## src/rtl/tt_seq_pkg.sv

```systemverilog
// Shared types and sizes for the truth-table sequencer.
// Optional compare logic is enabled by the TT_COMPARE_EN macro.
package tt_seq_pkg;

    localparam int NUM_VECTORS = 16;
    localparam int IDX_W       = 4;

    typedef enum logic [1:0] {
        IDLE,
        DRIVE,
        SAMPLE,
        DONE
    } state_t;

endpackage

```

## src/rtl/truth_table_sequencer_settle.sv

```systemverilog
// Hold-time counter: loaded on DRIVE entry, flags terminal count after SETTLE cycles.
// SETTLE legal range is 1..15.
module settle_counter #(
    parameter int SETTLE = 2
) (
    input  logic clk,
    input  logic rst_n,
    input  logic load,
    input  logic en,
    output logic tc
);

    logic [3:0] cnt;

    always_ff @(posedge clk or negedge rst_n) begin
        if (!rst_n) begin
            cnt <= '0;
        end else if (load) begin
            cnt <= 4'(SETTLE - 1);
        end else if (en && cnt != 4'd0) begin
            cnt <= cnt - 4'd1;
        end
    end

    assign tc = (cnt == 4'd0);

endmodule

```

## src/rtl/truth_table_sequencer.sv

```systemverilog
// Sweeps a 4-input circuit through all 16 vectors and captures its truth table.
// Define TT_COMPARE_EN to compare the captured table against EXPECTED.
module truth_table_sequencer
    import tt_seq_pkg::*;
#(
    parameter int          SETTLE   = 2,
    parameter logic [15:0] EXPECTED = 16'h0000
) (
    input  logic        clk,
    input  logic        rst_n,
    input  logic        start,
    input  logic        abort,
    input  logic        dut_out,
    output logic        first_in,
    output logic        second_in,
    output logic        third_in,
    output logic        fourth_in,
    output logic        busy,
    output logic        done,
    output logic [15:0] table_out,
    output logic        mismatch,
    output logic [4:0]  mismatch_count
);

    state_t           state;
    state_t           next;
    logic [IDX_W-1:0] idx;
    logic             load;
    logic             tc;
    logic             clear;
    logic             capture;
    logic             last;

    assign last    = (idx == IDX_W'(NUM_VECTORS - 1));
    assign clear   = (state == IDLE) && start;
    assign capture = (state == SAMPLE) && !abort;

    settle_counter #(
        .SETTLE (SETTLE)
    ) u_settle (
        .clk   (clk),
        .rst_n (rst_n),
        .load  (load),
        .en    (state == DRIVE),
        .tc    (tc)
    );

    always_ff @(posedge clk or negedge rst_n) begin
        if (!rst_n) begin
            state <= IDLE;
        end else begin
            state <= next;
        end
    end

    always_comb begin
        next = state;
        load = 1'b0;
        unique case (state)
            IDLE: begin
                if (start) begin
                    next = DRIVE;
                    load = 1'b1;
                end
            end
            DRIVE: begin
                if (abort) begin
                    next = IDLE;
                end else if (tc) begin
                    next = SAMPLE;
                end
            end
            SAMPLE: begin
                if (abort) begin
                    next = IDLE;
                end else if (last) begin
                    next = DONE;
                end else begin
                    next = DRIVE;
                    load = 1'b1;
                end
            end
            DONE: begin
                next = IDLE;
            end
            default: next = IDLE;
        endcase
    end

    always_ff @(posedge clk or negedge rst_n) begin
        if (!rst_n) begin
            idx       <= '0;
            table_out <= '0;
        end else if (clear) begin
            idx       <= '0;
            table_out <= '0;
        end else if (capture) begin
            table_out[idx] <= dut_out;
            if (!last) begin
                idx <= idx + 1'b1;
            end
        end
    end

    // Drive lines are only live while a vector is being presented.
    always_comb begin
        {first_in, second_in, third_in, fourth_in} = '0;
        if (state == DRIVE || state == SAMPLE) begin
            {first_in, second_in, third_in, fourth_in} = idx;
        end
    end

    assign busy = (state == DRIVE) || (state == SAMPLE);
    assign done = (state == DONE);

`ifdef TT_COMPARE_EN
    logic [4:0] cnt_q;

    always_ff @(posedge clk or negedge rst_n) begin
        if (!rst_n) begin
            cnt_q <= '0;
        end else if (clear) begin
            cnt_q <= '0;
        end else if (capture && (dut_out != EXPECTED[idx])) begin
            cnt_q <= cnt_q + 5'd1;
        end
    end

    assign mismatch_count = cnt_q;
    assign mismatch       = (cnt_q != 5'd0);
`else
    assign mismatch_count = 5'd0;
    assign mismatch       = 1'b0;
`endif

endmodule

```

## config.mk

```make
export PLATFORM = sky130hd
export DESIGN_NAME = truth_table_sequencer
export DESIGN_NICKNAME = d
export VERILOG_FILES = /design/src/rtl/tt_seq_pkg.sv /design/src/rtl/truth_table_sequencer_settle.sv /design/src/rtl/truth_table_sequencer.sv
export SDC_FILE = /design/constraint.sdc
export NUM_CORES = 1
export LEC_CHECK = 0
export BUFFER_PORTS_ARGS = -buffer_cell sky130_fd_sc_hd__buf_4
export CAP_MARGIN = 5
export CORE_AREA = 2 2 76 78
export DETAILED_ROUTE_END_ITERATION = 8
export DIE_AREA = 0 0 78 80
export SYNTH_ARGS = -nofsm -noshare
export SYNTH_HDL_FRONTEND = slang
export SYNTH_SLANG_ARGS = --single-unit
```

## constraint.sdc

```tcl
create_clock -name clk -period 1.9 [get_ports clk]
set_input_delay 0.19 -clock clk [delete_from_list [all_inputs] [get_ports clk]]
set_output_delay 0.19 -clock clk [all_outputs]
set_load 0.03 [all_outputs]
```

==> metrics.txt, run 1 <==
CTS max path bufs=2; Yosys Warn Count=0; Critical Path Slowest Stage Cell=or3b_4; DR vias=1277; CORE AREA=5410 µm²; Worst R2R Path Depth=5; via density per instance=4.80; period utilisation layout=0.902; Layout area overhead=21.0%; Final Skew=0.00548 ns; Sink Count=26; Post-synth top cells=26 x dfrtp_1, 22 x a21oi_1, 18 x o21ai_0; Remaining Overflow, GRT=0; most common cell in the synthesized netlist=dfrtp_1; post-route ant nets=0; Post-synth EDFFs=0; unrepaired setup endpoints after global routing=no; CP max stage delay=0.44 ns; hold depth=3; Num CTS Buffers=3; drt total wl=3520 µm; Clock transition at path regs=0.10 ns; Worst setup SP type=flop; HPWL Detailed=2580 µm; arrival time at the worst endpoint=1.91 ns; Pleak=0.871 nW; CTS root buffer=clkbuf_8; I/O pin count=33; Fmax=584 MHz; Cell Area, Synth=1560 µm²; number of detailed-routing iterations run before antenna repair=6; htree depth=1; Slew Limit Fails=0; Async SR Flop Fraction=1.00; # nets final=211; syn avg cell area=9.20 µm²; drt initial violations=109; row count=27; leading area contributor after synthesis=dfrtp_1; gr usage total=0.118; largest net degree at the start of global routing=27; port bufs=26; CP Cell Sequence=inv_1 -> ha_1 -> or3b_4 -> a2111oi_4 -> o2bb2ai_1; pwr dens=1010 nW/µm²; worst min-delay path category=in2reg; post-CTS setup buffers=0; slack of the worst reg-to-reg path=0.19 ns; Synth top area share=0.416; CTS tree=done; initial antenna violation count=0; GP Congestion=0.799; WL/cell=13.2 µm; Final Critical Period=1.71 ns; share of cells above drive strength 1=0.206; Area contributors post-synth=dfrtp_1 42%, ha_1 8.8%, a21oi_1 7.0%; data required time of the worst path=2.10 ns; Clock Latency Late Sink=0.27 ns; Seq/Total Area, Yosys=0.416; Netlist cell types=34; die height=80 µm; Tot Pwr=0.00191 W; FF+latch count, synth=26; initial core utilization=0.289; final hold violation count=0; die area=6240 µm²; first-pass GRT wire length=5840 µm; crit-path max FO=7; max cap viols=0; critical path type=reg2reg; Setup TNS=0 ns; Ant. Diodes=0; top_reg_cell synth=dfrtp_1; Post-route DRC=0; Worst VDD drop=0.332 mV; Die Wd=78 µm; Mapped Cells=170; CP endpoint kind=flop; number of global-route vias before repair=1191; status=completed; final setup fails=0
## worst paths after layout
path,from,to
setup / recovery,u_settle.cnt[0]$_DFFE_PN0P_,state[1]$_DFFE_PN0P_
hold / removal,dut_out,table_out[1]$_DFFE_PN0P_
setup reg to reg,u_settle.cnt[0]$_DFFE_PN0P_,state[1]$_DFFE_PN0P_
hold reg to reg,table_out[15]$_DFFE_PN0P_,table_out[15]$_DFFE_PN0P_
max in group asynchronous,rst_n,table_out[4]$_DFFE_PN0P_
min in group asynchronous,rst_n,idx[0]$_DFFE_PN0P_
## registers in the layout (all words and copies together), names as in the netlist
register      count
state             2
idx               4
table_out        16
u_settle.cnt      4
## kinds of logic (layout without fill, tap and decap cells)
| logic type | count (synthesis) | after routing | synth area share |
|---|---|---|---|
| adders and majority gates | 11 | 11 | 0.0880 |
| and+or+nand+nor | 55 | 55 | 0.209 |
| other | 1 | 6 | 0.00240 |
| buffers and inverters | 25 | 44 | 0.0824 |
| muxes | 1 | 1 | 0.00640 |
| DFF | 26 | 26 | 0.416 |
| AOI/OAI and AO/OA | 51 | 51 | 0.196 |
## per-stage QoR
stage          hold slack, ns  area, µm²  setup slack [ns]  utilization  std cells
6_report                0.253       1890             0.186        0.350        266
2_1_floorplan          -0.106       1580             0.254            -        175
4_1_cts                 0.249       1890            0.0890        0.349        266
5_1_grt                 0.260       1890            0.0656        0.350        266
3_3_place_gp            0.126       1810             0.179        0.334        261
3_5_place_dp            0.128       1810             0.100        0.334        261
## timing repair
action / CTS / global route
hold buffers: 1 / 0
endpoints found under the hold margin: 26 / 0
resized for setup: 0 / 2
setup endpoints to repair: 0 / 4
## cells in the final DEF, fill, tap and decap left out, drive strengths merged, types with 5 or more instances in the layout
master / instances
o21ai: 18
nand3: 17
inv: 8
ha: 11
a21oi: 22
buf: 31
dfrtp: 26
conb: 6
nor2: 5
and2: 5
## worst max-delay path, delay by kind of cell (launching register included)
kind | cells | cell delay [ns]
flops | 1 | 0.39
simple gates | 1 | 0.44
fa+ha+maj | 1 | 0.20
compound gates | 2 | 0.50
buf+inv | 1 | 0.12
## routing by layer
layer / vias to the layer above / share of wire / GRT usage
met5: - / 0 / 0
met4: 0 / 0.0043 / 0.0263
met3: 2 / 0.049 / 0.0238
met2: 29 / 0.46 / 0.182
met1: 607 / 0.48 / 0.171
li1: 639 / - / -
## layout make-up
| class | count | area [µm²] |
|---|---|---|
| Inverter | 8 | 30.0 |
| Multi-Input combinational cell | 124 | 808 |
| Clock buffer | 3 | 41.3 |
| Clock inverter | 1 | 30.0 |
| Timing Repair Buffer | 32 | 243 |
| Sequential cell | 26 | 651 |
| Tap cell | 72 | 90.1 |
| Fill cell | 584 | 3510 |
## power breakdown
| part | total (W) | internal [W] | switching (W) |
|---|---|---|---|
| clock | 0.000463 | 0.000282 | 0.000182 |
| sequential | 0.000679 | 0.000625 | 0.0000547 |
| combinational | 0.000768 | 0.000313 | 0.000455 |
Power figures use the tool's default switching activity.
==> run 2, diff against run 1 <==
--- a/config.mk
+++ b/config.mk
@@ -10,6 +10,8 @@
 export CORE_AREA = 2 2 76 78
 export DETAILED_ROUTE_END_ITERATION = 8
 export DIE_AREA = 0 0 78 80
+export PLACE_DENSITY = 0.6
+export SLEW_MARGIN = 40
 export SYNTH_ARGS = -nofsm -noshare
 export SYNTH_HDL_FRONTEND = slang
 export SYNTH_SLANG_ARGS = --single-unit
==> constraint.sdc (replaced) <==
create_clock -name clk -period 1.62 [get_ports clk]
set_input_delay 0.162 -clock clk [delete_from_list [all_inputs] [get_ports clk]]
set_output_delay 0.162 -clock clk [all_outputs]
set_load 0.03 [all_outputs]
==> metrics.txt, run 2 (synthesis results as in run 1) <==
gr usage total=0.124 (was 0.118); CP Cell Sequence=inv_2 -> ha_4 -> or3b_4 -> nand3_2 -> or3b_1 (was inv_1 -> ha_1 -> or3b_4 -> a2111oi_4 -> o2bb2ai_1); Slew Limit Fails=0 (unchanged); CTS tree=done (unchanged); Setup TNS=0 ns (unchanged); Num CTS Buffers=3 (unchanged); port bufs=26 (unchanged); CTS root buffer=clkbuf_8 (unchanged); Int Pwr=0.00156 W (was 0.00122 W); hold depth=3 (unchanged); unrepaired setup endpoints after global routing=yes (was no); row count=27 (unchanged); GP Congestion=0.773 (was 0.799); die area=6240 µm² (unchanged); Worst R2R Path Depth=5 (unchanged); # nets final=221 (was 211); Die Wd=78 µm (unchanged); setup ws final=0.0546 ns (was 0.186 ns); max cap viols=0 (unchanged); status=completed (unchanged); post-route ant nets=0 (unchanged); WL/cell=13.0 µm (was 13.2 µm); HP Start=dut_out (unchanged); reg2reg end=u_settle.cnt[0]$_DFFE_PN0P_ (was state[1]$_DFFE_PN0P_); most common cell after layout, fill and taps aside=buf_4 (unchanged); initial core utilization=0.289 (unchanged); Pleak=0.922 nW (was 0.871 nW); Place WS=-0.0521 ns (was 0.100 ns); die height=80 µm (unchanged); crit-path max FO=7 (unchanged); Remaining Overflow, GRT=0 (unchanged); Sink Count=26 (unchanged); number of global-route vias before repair=1290 (was 1191); Clock Latency Late Sink=0.27 ns (about the same); Final Skew=0.00440 ns (was 0.00548 ns); HPWL Detailed=2650 µm (was 2580 µm); Critical Path Slowest Stage Cell=or3b_4 (unchanged); Cell Area, Placed=1890 µm² (was 1810 µm²); number of detailed-routing iterations run before antenna repair=4 (was 6); Reg power frac=0.324 (was 0.356); initial antenna violation count=0 (unchanged); post-CTS setup buffers=0 (unchanged); largest net degree at the start of global routing=27 (unchanged); final hold violation count=0 (unchanged); Fmax=639 MHz (was 584 MHz); Worst setup SP type=flop (unchanged); pwr dens=1220 nW/µm² (was 1010 nW/µm²); share of cells above drive strength 1=0.284 (was 0.206); period utilisation layout=0.966 (was 0.902); NetSw=0.000896 W (was 0.000691 W); drt initial violations=82 (was 109); commonest cells after routing, fill and taps aside=41 x buf_4, 26 x dfrtp_1, 22 x a21oi_1 (was 31 x buf_4, 26 x dfrtp_1, 22 x a21oi_1); CP max stage delay=0.43 ns (was 0.44 ns); WHS Endpoint=table_out[6]$_DFFE_PN0P_ (was table_out[1]$_DFFE_PN0P_); net switching share of the total power=0.366 (was 0.362); Top reg by flops=table_out (unchanged); Worst VDD drop=0.519 mV (was 0.332 mV); Layout area overhead=28.8% (was 21.0%); slack of the worst reg-to-reg path=0.05 ns (was 0.19 ns); Clk network pwr share=0.223 (was 0.243); via density per instance=4.78 (was 4.80); Crit path buffers/inverters=1 (unchanged); final setup fails=0 (unchanged); worst min-delay path category=in2reg (unchanged); first-pass GRT wire length=6090 µm (was 5840 µm); Gate power share=0.453 (was 0.402); CP endpoint kind=flop (unchanged); DR vias=1320 (was 1277); Final Critical Period=1.57 ns (was 1.71 ns); post-route cell area=2010 µm² (was 1890 µm²); critical path type=reg2reg (unchanged); drt total wl=3600 µm (was 3520 µm); data required time of the worst path=1.78 ns (was 2.10 ns); FF-to-FF Start=u_settle.cnt[1]$_DFFE_PN0P_ (was u_settle.cnt[0]$_DFFE_PN0P_); CTS max path bufs=2 (unchanged); arrival time at the worst endpoint=1.73 ns (was 1.91 ns); biggest regs=table_out x16, idx x4, u_settle.cnt x4 (unchanged); Worst path depth=5 (unchanged); htree depth=1 (unchanged); Worst Setup SP=u_settle.cnt[1]$_DFFE_PN0P_ (was u_settle.cnt[0]$_DFFE_PN0P_); CORE AREA=5410 µm² (unchanged); I/O pin count=33 (unchanged); Ant. Diodes=0 (unchanged); Clock transition at path regs=0.10 ns (about the same); Crit path max-delay family=simple AND/OR/NAND/NOR gates (was compound AO/OA/AOI/OAI gates); Post-route DRC=0 (unchanged); Largest register FFs=16 (unchanged)
-- run 2: cell types whose count changed in the layout (fill, tap and decap cells not counted) --
cell     previous run  this run
ha_1               10         8
nand3_2             0         1
inv_2               0         4
a31oi_1             2         1
inv_1               8         4
buf_4              31        41
nand3_1            17        16
ha_4                0         3
a31oi_2             0         1
ha_2                1         0
-- run 2: final cells by class --
class / instances / area [µm²]
flip-flops and latches: 26 / 651
repair buffers: 42 / 318
inverters: 8 / 30.0
clock inverters: 1 / 30.0
multi-input cells: 124 / 855
well taps: 72 / 90.1
clock buffers: 3 / 41.3
fillers: 575 / 3390
-- run 2: what timing repair did --
| action | 4_1_cts | 5_1_grt |
|---|---|---|
| endpoints found under the setup margin | 2 | 21 |
| pin swaps | 0 | 3 |
| gates resized for setup | 1 | 8 |
| hold buffers | 1 | 0 |
| hold endpoints to repair | 26 | 0 |
-- run 2: routing by layer --
metal	vias up	routed length, µm	track usage
li1	666	-	-
met1	621	1620	0.150
met3	4	167	0.0204
met5	-	0	0
met4	0	36	0.0351
met2	29	1780	0.224
-- run 2: power groups by stage --
stage / clock network (W) / logic, W / registers (W)
finish: 0.000547 / 0.00111 / 0.000793
floorplan: 0 / 0.000685 / 0.000821
global route: 0.000591 / 0.00123 / 0.000805
CTS: 0.000555 / 0.00105 / 0.000785
global placement: 0 / 0.00102 / 0.000794
detailed placement: 0 / 0.00103 / 0.000797
-- run 2: how the worst max path moves through the flow --
stage / end / slack (ns)
5_1_grt: u_settle.cnt[0]$_DFFE_PN0P_ / -0.02
2_1_floorplan: state[1]$_DFFE_PN0P_ / 0.008
3_5_place_dp: u_settle.cnt[0]$_DFFE_PN0P_ / -0.05
6_report: u_settle.cnt[0]$_DFFE_PN0P_ / 0.05
4_1_cts: third_in / 0.001
3_3_place_gp: state[1]$_DFFE_PN0P_ / -0.03
-- run 2: per-stage QoR --
| stage | hold slack [ns] | utilization | std cells | power (W) |
|---|---|---|---|---|
| floorplan | -0.134 | - | 175 | 0.00151 |
| global placement | 0.0933 | 0.350 | 271 | 0.00181 |
| detailed placement | 0.0928 | 0.350 | 271 | 0.00183 |
| CTS | 0.216 | 0.366 | 276 | 0.00239 |
| global route | 0.238 | 0.373 | 276 | 0.00263 |
| finish | 0.221 | 0.373 | 276 | 0.00245 |
-- run 2: tightest hold or removal path: stages --
cell,delay [ns]
buf_4,0.17
nand3_1,0.08
a21oi_1,0.06
==> run 3, diff against run 2 <==
==> constraint.sdc (replaced) <==
create_clock -name clk -period 1.7 [get_ports clk]
set_input_delay 0.17 -clock clk [delete_from_list [all_inputs] [get_ports clk]]
set_output_delay 0.17 -clock clk [all_outputs]
set_load 0.03 [all_outputs]
==> metrics.txt, run 3 (synthesis results as in run 1) <==
Tot Pwr=0.00211 W (was 0.00245 W); Largest register FFs=16 (unchanged); via density per instance=4.77 (was 4.78); Int Pwr=0.00133 W (was 0.00156 W); port bufs=26 (unchanged); first-pass GRT wire length=5980 µm (was 6090 µm); critical path type=reg2out (was reg2reg); gr usage total=0.121 (was 0.124); Top reg by flops=table_out (unchanged); Core Util, Final=0.358 (was 0.373); unrepaired setup endpoints after global routing=yes (unchanged); CTS max path bufs=2 (unchanged); CP endpoint kind=output port (was flop); WL/cell=12.9 µm (was 13.0 µm); most common cell after layout, fill and taps aside=buf_4 (unchanged); Pleak=0.904 nW (was 0.922 nW); HPWL Detailed=2650 µm (about the same); Post-Place Cells=267 (was 271); row count=27 (unchanged); post-route ant nets=0 (unchanged); I/O pin count=33 (unchanged); die area=6240 µm² (unchanged); Final Skew=0.00487 ns (was 0.00440 ns); Num CTS Buffers=3 (unchanged); Fmax=618 MHz; Remaining Overflow, GRT=0 (unchanged); NetSw=0.000783 W (was 0.000896 W); CTS root buffer=clkbuf_8 (unchanged); Final Critical Period=1.62 ns; Ant. Diodes=0 (unchanged); met3 Track Usage GR=0.0238 (was 0.0204); drt initial violations=107 (was 82); die height=80 µm (unchanged); FF-to-FF Start=u_settle.cnt[1]$_DFFE_PN0P_ (unchanged); Slew Limit Fails=0 (unchanged); worst min-delay path category=in2reg (unchanged); Clock Latency Late Sink=0.27 ns (about the same); initial antenna violation count=0 (unchanged); arrival time at the worst endpoint=1.45 ns (was 1.73 ns); Multi-input gate area=808 µm² (was 855 µm²); number of detailed-routing iterations run before antenna repair=4 (unchanged); Gate power share=0.450 (was 0.453); Clock transition at path regs=0.09 ns (was 0.10 ns); Die Wd=78 µm (unchanged); commonest cells after routing, fill and taps aside=39 x buf_4, 26 x dfrtp_1, 22 x a21oi_1 (was 41 x buf_4, 26 x dfrtp_1, 22 x a21oi_1); Worst Setup SP=state[0]$_DFFE_PN0P_ (was u_settle.cnt[1]$_DFFE_PN0P_); CTS tree=done (unchanged); biggest regs=table_out x16, idx x4, u_settle.cnt x4 (unchanged); DR vias=1308 (was 1320); fin cells=274 (was 276); Layout area overhead=23.8% (was 28.8%); period utilisation layout=0.952; # nets final=219 (was 221); Worst setup SP type=flop (unchanged); Cell Area, Placed=1850 µm² (was 1890 µm²); max cap viols=0 (unchanged); Clk network pwr share=0.191 (was 0.223); pwr dens=1090 nW/µm² (was 1220 nW/µm²); Fillers=592 (was 575); post-route cell area=1940 µm² (was 2010 µm²); net switching share of the total power=0.370 (was 0.366); sequential cell area=651 µm² (unchanged); status=completed (unchanged); Reg power frac=0.359 (was 0.324); Sink Count=26 (unchanged); initial core utilization=0.289 (unchanged); htree depth=1 (unchanged); number of global-route vias before repair=1222 (was 1290); drt total wl=3530 µm (was 3600 µm); data required time of the worst path=1.53 ns (was 1.78 ns); global route hottest layer=met2 (unchanged); final setup fails=0 (unchanged); final hold violation count=0 (unchanged); CORE AREA=5410 µm² (unchanged); met2 usage=0.188 (was 0.224); Worst VDD drop=0.388 mV (was 0.519 mV); largest net degree at the start of global routing=27 (unchanged); Post-route DRC=0 (unchanged); crit-path max FO=5 (was 7); HP Start=dut_out (unchanged); share of cells above drive strength 1=0.238 (was 0.284); GRT met1 Usage=0.173 (was 0.150); GP Congestion=0.848 (was 0.773)
run 3: area by class of cell:
| class | instances | area share |
|---|---|---|
| Multi-Input combinational cell | 124 | 0.417 |
| Sequential cell | 26 | 0.336 |
| Timing Repair Buffer | 40 | 0.156 |
| Tap cell | 72 | 0.0465 |
| Clock buffer | 4 | 0.0284 |
| Inverter | 8 | 0.0155 |
run 3: what timing repair did:
item	4_1_cts	5_1_grt
hold endpoints to repair	26	0
setup buffers	0	2
resized for setup	1	1
pin swaps	0	1
setup endpoints to repair	2	7
hold buffers	1	0
run 3: worst max-delay path: stages (launching register included):
cell and delay (ns):
dfrtp_1 0.41, inv_1 0.10, ha_1 0.34, and2_1 0.17, buf_4 0.16
run 3: final timing paths:
path                                                    end  depth (start not counted)  slack [ns]
worst min register to register     table_out[8]$_DFFE_PN0P_                          2        0.55
max in group asynchronous         table_out[13]$_DFFE_PN0P_                          2        1.10
worst min-delay path               table_out[3]$_DFFE_PN0P_                          3        0.23
worst max register to register  u_settle.cnt[0]$_DFFE_PN0P_                          5        0.11
worst max-delay path                              fourth_in                          4        0.08
min in group asynchronous          table_out[3]$_DFFE_PN0P_                          2        0.34
run 3: per-stage QoR:
stage          hold WS, ns  setup WS [ns]  setup TNS, ns
2_1_floorplan       -0.126         0.0536              0
3_3_place_gp         0.103         0.0469              0
3_5_place_dp         0.104        -0.0153        -0.0153
4_1_cts              0.233         0.0596              0
5_1_grt              0.246       -0.00996        -0.0193
6_report             0.235         0.0817              0
run 3: power groups by stage:
| stage | logic [W] | clock network [W] | registers, W |
|---|---|---|---|
| 2_1_floorplan | 0.000635 | 0 | 0.000781 |
| 3_3_place_gp | 0.000895 | 0 | 0.000767 |
| 3_5_place_dp | 0.000912 | 0 | 0.000769 |
| 4_1_cts | 0.000926 | 0.000410 | 0.000759 |
| 5_1_grt | 0.00107 | 0.000441 | 0.000768 |
| 6_report | 0.000952 | 0.000403 | 0.000759 |
run 3: routing by layer:
| layer | share of wire | up-vias |
|---|---|---|
| li1 | - | 654 |
| met3 | 0.039 | 2 |
| met5 | 0 | - |
| met1 | 0.48 | 621 |
| met4 | 0.0034 | 0 |
| met2 | 0.48 | 31 |
